**src/rtl/sound_sequencer.sv**
```systemverilog
// Event-driven square-wave tone sequencer: pitch/duration per game event, fixed priority, mute.
// Optional amplitude decay is enabled by defining SOUND_ENVELOPE_EN.
module sound_sequencer #(
  parameter int               OUT_W    = 8,
  parameter int               DIV_W    = 16,
  parameter int               DUR_W    = 20,
  parameter logic [OUT_W-1:0] AMP      = 8'hC0,
  parameter logic [DIV_W-1:0] DIV_GOOD = 16'd40,
  parameter logic [DIV_W-1:0] DIV_BAD  = 16'd90,
  parameter logic [DIV_W-1:0] DIV_DIR  = 16'd20,
  parameter logic [DIV_W-1:0] DIR_STEP = 16'd4,
  parameter logic [DUR_W-1:0] DUR_GOOD = 20'd2000,
  parameter logic [DUR_W-1:0] DUR_BAD  = 20'd4000,
  parameter logic [DUR_W-1:0] DUR_DIR  = 20'd500,
  parameter logic [DIV_W-1:0] ENV_STEP = 16'd64
) (
  input  logic             clk,
  input  logic             rst,
  input  logic             button_i,
  input  logic             goodColl_i,
  input  logic             badColl_i,
  input  logic [3:0]       direction_i,
  output logic [OUT_W-1:0] soundOut,
  output logic             busy_o,
  output logic             muted_o
);

  // state  | meaning
  // S_IDLE | silent, waiting for an unmuted event
  // S_PLAY | tone running, duration counter active
  typedef enum logic {S_IDLE, S_PLAY} state_t;

  state_t           state_q;
  logic             btn_q, good_q, bad_q, phase_q;
  logic [3:0]       dir_q;
  logic [1:0]       prio_q;
  logic [DIV_W-1:0] div_q, half_q;
  logic [DUR_W-1:0] dur_q;

  logic             btn_ev, ev_good, ev_bad, ev_dir, ev_any, mute_nx, take, advance;
  logic [1:0]       dir_idx, ev_prio;
  logic [DIV_W-1:0] ev_div;
  logic [DUR_W-1:0] ev_dur;
  logic [OUT_W-1:0] amp_nx;

  always_comb begin
    btn_ev  = button_i & ~btn_q;
    ev_good = goodColl_i & ~good_q;
    ev_bad  = badColl_i & ~bad_q;
    ev_dir  = $onehot(direction_i) && (direction_i != dir_q);
    dir_idx = 2'd0;
    for (int i = 0; i < 4; i++)
      if (direction_i[i]) dir_idx = 2'(i);
    mute_nx = muted_o ^ btn_ev;
    ev_any  = ev_good | ev_bad | ev_dir;
    if (ev_bad) begin
      ev_prio = 2'd2;
      ev_div  = DIV_BAD;
      ev_dur  = DUR_BAD - 1'b1;
    end else if (ev_good) begin
      ev_prio = 2'd1;
      ev_div  = DIV_GOOD;
      ev_dur  = DUR_GOOD - 1'b1;
    end else begin
      ev_prio = 2'd0;
      ev_div  = DIV_DIR + DIV_W'(dir_idx) * DIR_STEP;
      ev_dur  = DUR_DIR - 1'b1;
    end
    // equal priority restarts the tone, lower priority is dropped
    take    = ev_any && !mute_nx && ((state_q == S_IDLE) || (ev_prio >= prio_q));
    advance = !mute_nx && !take && (state_q == S_PLAY) && (dur_q != '0);
  end

`ifdef SOUND_ENVELOPE_EN
  logic [OUT_W-1:0] amp_q;
  logic [DIV_W-1:0] env_q;

  always_comb begin
    amp_nx = amp_q;
    if (env_q == '0 && amp_q != '0) amp_nx = amp_q - 1'b1;
  end

  always_ff @(posedge clk) begin
    if (rst) begin
      amp_q <= '0;
      env_q <= '0;
    end else if (take) begin
      amp_q <= AMP;
      env_q <= ENV_STEP - 1'b1;
    end else if (advance) begin
      amp_q <= amp_nx;
      env_q <= (env_q == '0) ? ENV_STEP - 1'b1 : env_q - 1'b1;
    end
  end
`else
  assign amp_nx = AMP;
  wire unused_env = ^ENV_STEP;
`endif

  always_ff @(posedge clk) begin
    if (rst) begin
      state_q  <= S_IDLE;
      btn_q    <= 1'b0;
      good_q   <= 1'b0;
      bad_q    <= 1'b0;
      dir_q    <= 4'b0000;
      muted_o  <= 1'b0;
      busy_o   <= 1'b0;
      soundOut <= '0;
      phase_q  <= 1'b0;
      prio_q   <= 2'd0;
      div_q    <= '0;
      half_q   <= '0;
      dur_q    <= '0;
    end else begin
      btn_q   <= button_i;
      good_q  <= goodColl_i;
      bad_q   <= badColl_i;
      dir_q   <= direction_i;
      muted_o <= mute_nx;
      if (mute_nx) begin
        state_q  <= S_IDLE;
        busy_o   <= 1'b0;
        soundOut <= '0;
        phase_q  <= 1'b0;
      end else if (take) begin
        state_q  <= S_PLAY;
        busy_o   <= 1'b1;
        prio_q   <= ev_prio;
        div_q    <= ev_div;
        half_q   <= ev_div - 1'b1;
        dur_q    <= ev_dur;
        phase_q  <= 1'b1;
        soundOut <= AMP;
      end else if (state_q == S_PLAY) begin
        if (dur_q == '0) begin
          state_q  <= S_IDLE;
          busy_o   <= 1'b0;
          soundOut <= '0;
          phase_q  <= 1'b0;
        end else begin
          dur_q <= dur_q - 1'b1;
          if (half_q == '0) begin
            half_q   <= div_q - 1'b1;
            phase_q  <= ~phase_q;
            soundOut <= phase_q ? '0 : amp_nx;
          end else begin
            half_q   <= half_q - 1'b1;
            soundOut <= phase_q ? amp_nx : '0;
          end
        end
      end
    end
  end

endmodule

```
**config.mk**
```make
export PLATFORM = sky130hd
export DESIGN_NAME = sound_sequencer
export DESIGN_NICKNAME = d
export VERILOG_FILES = /design/src/rtl/sound_sequencer.sv
export SDC_FILE = /design/constraint.sdc
export NUM_CORES = 1
export LEC_CHECK = 0
export ABC_CLOCK_PERIOD_IN_PS = 3300
export BUFFER_PORTS_ARGS = -buffer_cell sky130_fd_sc_hd__buf_2
export CAP_MARGIN = 30
export CORE_MARGIN = 4
export CORE_UTILIZATION = 35
export CTS_CLUSTER_DIAMETER = 30
export CTS_CLUSTER_SIZE = 24
export DETAILED_ROUTE_END_ITERATION = 6
export GPL_TIMING_DRIVEN = 1
export PLACE_DENSITY_LB_ADDON = 0.08
export SYNTH_ARGS = -nofsm -noshare
export SYNTH_HDL_FRONTEND = slang
export SYNTH_SLANG_ARGS = --single-unit
```
**constraint.sdc**
```tcl
create_clock -name clk -period 3.3 [get_ports clk]
set_input_delay 0 -clock clk [delete_from_list [all_inputs] [get_ports clk]]
set_output_delay 0 -clock clk [all_outputs]
set_load 0.01 [all_outputs]
```
# ---- After elaboration in Yosys (flattened, before gate mapping)
# Cells that the tools add are included.
dict set report word_totals {
  n_memories 0
  mem_bits_ro 0
  ram_bits 0
  input_bits 9
  out_inout_bits 10
  ff_bits 73
  latchBits 0
}
dict set report classes {
  n_eq_ne 3
  reduce_logical 16
  magnitude_cmp 1
  div 0
  mux 32
  multipliers 0
  n_shift 0
  n_bitwise 12
  addsub 8
}
# operator n
set op_table {}
lappend op_table {{two-way mux 16 bit} 4}
lappend op_table {{two-way mux 20 bit} 3}
lappend op_table {{two-way mux 8 bit} 6}
lappend op_table {{subtractor 16 x 1 -> 16 bit (second input constant)} 3}
lappend op_table {{logical NOT 20 bit} 1}
lappend op_table {{subtractor 20 x 1 -> 20 bit (second input constant)} 1}
lappend op_table {{logical NOT 16 bit} 1}
lappend op_table {{two-way mux 1 bit} 12}
lappend op_table {{two-way mux 12 bit} 1}
lappend op_table {{two-way mux 11 bit} 1}
lappend op_table {{two-way mux 7 bit} 1}
lappend op_table {{adder 5 x 4 -> 6 bit (first input constant)} 1}
lappend op_table {{two-way mux 2 bit} 3}
lappend op_table {{two-way mux 6 bit} 1}
lappend op_table {{NOT 1 bit} 6}
lappend op_table {{AND reduction 2 bit} 3}
lappend op_table {{adder 1 x 1 -> 2 bit} 2}
lappend op_table {{!= test 4 bit} 1}
lappend op_table {{nonzero test 2 bit} 2}
lappend op_table {{adder 2 x 2 -> 3 bit} 1}
lappend op_table {{AND 1 bit} 3}
lappend op_table {{== test 3 x 1 -> 1 bit (second input constant)} 1}
lappend op_table {{logical AND 1 bit} 3}
lappend op_table {{AND reduction 3 bit} 1}
lappend op_table {{other kinds (9)} 10}

# ---- Depth between registers and ports, before layout
dict set report depth {
  ltp_word 9
  mapped_depth 13
  depth_no_buf 11
}

# ---- Worst setup path before layout
# Ideal clock, no wire load.
dict set report synth_path {
  path_type {input -> register}
  start {input port direction_i[0]}
  end {register half_q[7]}
  setup_slack_ns 0.550
  n_path_buf 0
  setup_ns 0.062
  cell_stages 11
  required_time_ns 3.238
  arrival_ns 2.687
  path_cell_list {inv_1 fa_1 inv_1 ha_1 ha_1 or3b_1 a41oi_2 o31ai_2 nor3_1 or4b_1 nand3_1}
}
dict set report synth_between {
  elab_chain_len 9
}
# element line
set synth_lines {}
lappend synth_lines {{start, declared} 22} ;# input logic [3:0] direction_i,
lappend synth_lines {{adder 1 x 1 -> 2 bit (not written as such)} 50} ;# ev_dir = $onehot(direction_i) && (direction_i != dir_q);
lappend synth_lines {{adder 2 x 2 -> 3 bit (not written as such)} 50}
lappend synth_lines {{== test 3 x 1 -> 1 bit} 50}
lappend synth_lines {{logical AND 1 bit (*)} 50}
lappend synth_lines {{bitwise OR 1 bit (*)} 55} ;# ev_any = ev_good | ev_bad | ev_dir;
lappend synth_lines {{logical AND 1 bit (*) (2 in a row)} 70} ;# take = ev_any && !mute_nx && ((state_q == S_IDLE) || (ev_prio >= prio_q));
lappend synth_lines {{!= test 2 bit (no line) / nonzero test 2 bit (equally long branches)} -}
lappend synth_lines {{AND reduction 3 bit (no line)} -}
lappend synth_lines {{end signal, assigned} 131} ;# half_q <= ev_div - 1'b1;
lappend synth_lines {{end signal, assigned} 144} ;# half_q <= div_q - 1'b1;
lappend synth_lines {{end signal, assigned} 148} ;# half_q <= half_q - 1'b1;
lappend synth_lines {{end, declared} 37} ;# logic [DIV_W-1:0] div_q, half_q;
# Mark *: on every way between the ends. The rest lies on a longest branch, timed or not.
# A chain may end at the register's enable or synchronous reset.

# ---- Worst setup path in the final report
dict set report layout_path {
  start {input port goodColl_i}
  end {register half_q[4]}
}
dict set report layout_between {
  elab_chain_len 8
}
# element line
set layout_lines {}
lappend layout_lines {{start, declared} 20} ;# input logic goodColl_i,
lappend layout_lines {{AND 1 bit (*)} 48} ;# ev_good = goodColl_i & ~good_q;
lappend layout_lines {{parallel branches: the longest is 7 deep, another holds subtractor 16 x 1 -> 16 bit} -}
# Mark *: on every way between the ends.

==> metrics.md <==
| Metric | Value |
|---|---|
| Actual slew at the worst max-slew pin | `0.929 ns` |
| RSZ-0062 raised after global routing | `no` |
| Post-route ant nets | `0` |
| Worst hold start | `direction_i[3]` |
| Most frequent cell after synthesis | `dfxtp_1` |
| Iter 0 DRT Violations | `136` |
| Number of buffers created by CTS | `5` |
| Pwr/cell area | `770 nW/µm²` |
| # IOs | `19` |
| Via density | `5.55` |
| Final Skew | `0.0138 ns` |
| Crit-path max cell delay | `0.59 ns` |
| CTS tree | `built` |
| Crit path DAT | `3.11 ns` |
| Max cap viols | `0` |
| Final setup viols | `0` |
| Rel. slew slack | `37.7%` |
| Reg2reg path depth | `10` |
| Total power | `2.69 mW` |
| Outcome | `completed` |
| CTS Sinks | `54` |
| Placed insts | `504` |
| R2r startpoint | `good_q$_SDFF_PP0_` |
| Syn Inst Count | `392` |
| RR Endpoint | `half_q[4]$_SDFFE_PP0P_` |
| Leading area contributor after synthesis | `dfxtp_1` |
| Fill cells | `925` |
| Critical Path Most Common Cell | `nand2_1` |
| Placed Area | `3340 µm²` |
| VDD IR max | `0.275 mV` |
| H-tree levels | `2` |
| Initial Util | `36.0%` |
| Max frequency | `350 MHz` |
| Hold Fails Final Rpt | `0` |
| CP required | `3.55 ns` |
| Top delay family on crit path | `compound AO/OA/AOI/OAI gates` |
| Synthesis-to-layout area growth | `10.7%` |
| Gr ovfl total | `0` |
| RePlAce Congestion | `0.790` |
| Setup_tns | `0 ns` |
| Final Cell Area | `3490 µm²` |
| Routed Wire Length | `8530 µm` |
| Vias in the first global route | `2723` |
| Endpoint class of the critical path | `flop` |
| Vias | `2873` |
| Setup Fix Bufs, Post-CTS | `0` |
| CP Buf/Inv Count | `3` |
| 1st-pass router iterations | `4` |
| Most common flop cell mapped by yosys | `dfxtp_1` |
| Period minus WS final | `2.86 ns` |
| Std-Cell Rows | `34` |
| Crit path from | `goodColl_i` |
| Core footprint | `8760 µm²` |
| Die area | `10600 µm²` |
| Sequential area share after synthesis | `34.3%` |
| Worst path slowest cell | `o21ai_1` |
| Clock Latency Late Sink | `0.32 ns` |
| Post-synth top area share | `34.3%` |
| CP Max Fanout | `11` |
| Root Driver | `clkbuf_8` |
| DP Wirelength | `6090 µm` |
| Detailed-route DRC error count | `0` |
| Clk buf depth | `2` |
| Drt wl/cell | `16.5 µm` |
| Flop2flop setup slack | `0.46 ns` |
| Synth top area cells | `dfxtp_1, a21oi_1, nor2_1` |
| Leak | `1.38 nW` |
| Cell area after synthesis | `3150 µm²` |
| Leading cell types by count after synthesis | `dfxtp_1, nor2_1, a21oi_1, nand2_1, o21ai_0` |
| Antenna cell count | `0` |
| Seq cells post-synth | `54` |
| # nets final | `426` |
| Reg clk slew, reported paths | `0.11 ns` |
| Min-delay worst type | `input pin to flop` |
| Hold slack | `0.0117 ns` |
| Startpoint types | `input pin` |
| Hold path depth | `3` |
| Yosys cell types | `65` |
| Yosys warns | `0` |
| Chip height | `103 µm` |
| Worst hold endpoint | `dir_q[3]$_SDFF_PP0_` |
| Async SR Flop Fraction | `0%` |
| Antenna violations before repair | `0` |
| Layout cell share with drive strength beyond 1 | `12.2%` |
| Avg Inst Size Synth | `8.05 µm²` |
| Port bufs | `12` |
| Final Max Tran Viols | `0` |
| EDFF count, synth | `0` |
| Final cell count without fillers | `518` |
| Global-route wire length before repair | `14000 µm` |
| GRT Util Overall | `16.7%` |
| Worst path cell trace | `dlygate4sd3_1 -> buf_2 -> nor2b_1 -> nand2_1 -> ha_1 -> nand2b_1 -> a211o_1 -> o211a_1 -> o21ai_1 -> buf_4 -> nand2_1 -> a21oi_1` |
| Die width | `103 µm` |
| Largest net degree at the start of global routing | `36` |
| Ratio of final minimum period to clock period | `86.6%` |
| CP Class | `input pin to flop` |
-- state kept, by name (all words and copies together), names as in the netlist --
name / flops
btn_q: 1
busy_o: 1
div_q: 5
dir_q: 4
bad_q: 1
state_q: 1
dur_q: 20
muted_o: 1
good_q: 1
phase_q: 1
prio_q: 1
half_q: 16
soundOut: 1
-- per-layer routing --
layer	vias up	part of all wire, %	GRT usage [%]
met5	-	0	0
met4	0	1.2	4.28
met3	9	2.5	2.44
met2	30	46	26.7
met1	1378	50	23.5
li1	1456	-	-
-- repair_timing --
action,4_1_cts,5_1_grt
hold buffers,6,0
setup endpoints to repair,0,0
resized for setup,0,0
hold endpoints to repair,6,0
-- cell type report --
type                       instances  area (µm²)  area share (%)
multi-input combinational        295        1860            53.3
sequential                        54        1080            31.0
timing repair buffer              34         253            7.24
tap                              108         135            3.87
inverter                          19        71.3            2.04
clock buffer                       5        68.8            1.97
clock inverter                     3        21.3           0.609
-- cell families after synthesis --
family	count (synthesis)	share of synthesized area, %
AO/OA/AOI/OAI	120	25.2
other	1	0.119
adder cells (fa/ha/maj)	8	3.41
buffers and inverters	48	7.34
AND/OR/NAND/NOR	145	25.2
flip-flops	54	34.3
XOR/XNOR	16	4.44
-- cells in the final DEF, fill, tap and decap left out, types with 3 or more instances in the layout --
cell | Yosys | final
a211o_1 | 4 | 4
a211oi_1 | 7 | 7
a21o_1 | 3 | 3
a21oi_1 | 32 | 32
a311oi_1 | 3 | 3
a31oi_1 | 12 | 12
and3_1 | 3 | 3
buf_2 | 8 | 12
buf_4 | 9 | 15
clkbuf_8 | 0 | 5
conb_1 | 1 | 6
dfxtp_1 | 54 | 54
dlygate4sd3_1 | 0 | 6
ha_1 | 7 | 7
inv_1 | 19 | 19
nand2_1 | 27 | 27
nand2b_1 | 4 | 4
nand3_1 | 10 | 10
nand4_1 | 3 | 3
nor2_1 | 36 | 36
nor2b_1 | 5 | 5
nor3_1 | 13 | 13
nor4_1 | 9 | 9
nor4b_1 | 4 | 4
o2111ai_1 | 4 | 4
o211a_1 | 4 | 4
o211ai_1 | 5 | 5
o21ai_0 | 26 | 26
o31ai_1 | 3 | 3
or2_2 | 3 | 3
or3_1 | 8 | 8
or4_1 | 6 | 6
xnor2_1 | 12 | 12
xor2_1 | 4 | 4
-- worst max-delay path by stage --
stage	endpoint	slack [ns]	depth (start not counted)
global placement	dur_q[12]$_SDFFE_PP0P_	0.07	13
CTS	half_q[4]$_SDFFE_PP0P_	0.46	12
global route	half_q[4]$_SDFFE_PP0P_	0.20	12
floorplan	half_q[7]$_SDFFE_PP0P_	0.55	11
finish	half_q[4]$_SDFFE_PP0P_	0.44	12
detailed placement	dur_q[12]$_SDFFE_PP0P_	0.14	13
-- worst min-delay path, delay by kind of cell --
kind          cells  cell delay (ns)
buf+inv           2             0.19
simple gates      1             0.11
-- per-stage QoR --
stage               setup slack [ns]  utilization, %
finish                         0.441            39.8
global route                   0.203            39.8
CTS                            0.460            39.8
detailed placement             0.140            38.1
global placement              0.0738            38.1
floorplan                      0.550               -
-- power breakdown --
part           total, mW  switching, mW  internal (mW)
Clock              0.389          0.239          0.150
Sequential         0.908          0.137          0.770
Combinational       1.39          0.826          0.565
Power figures use the tool's default switching activity.
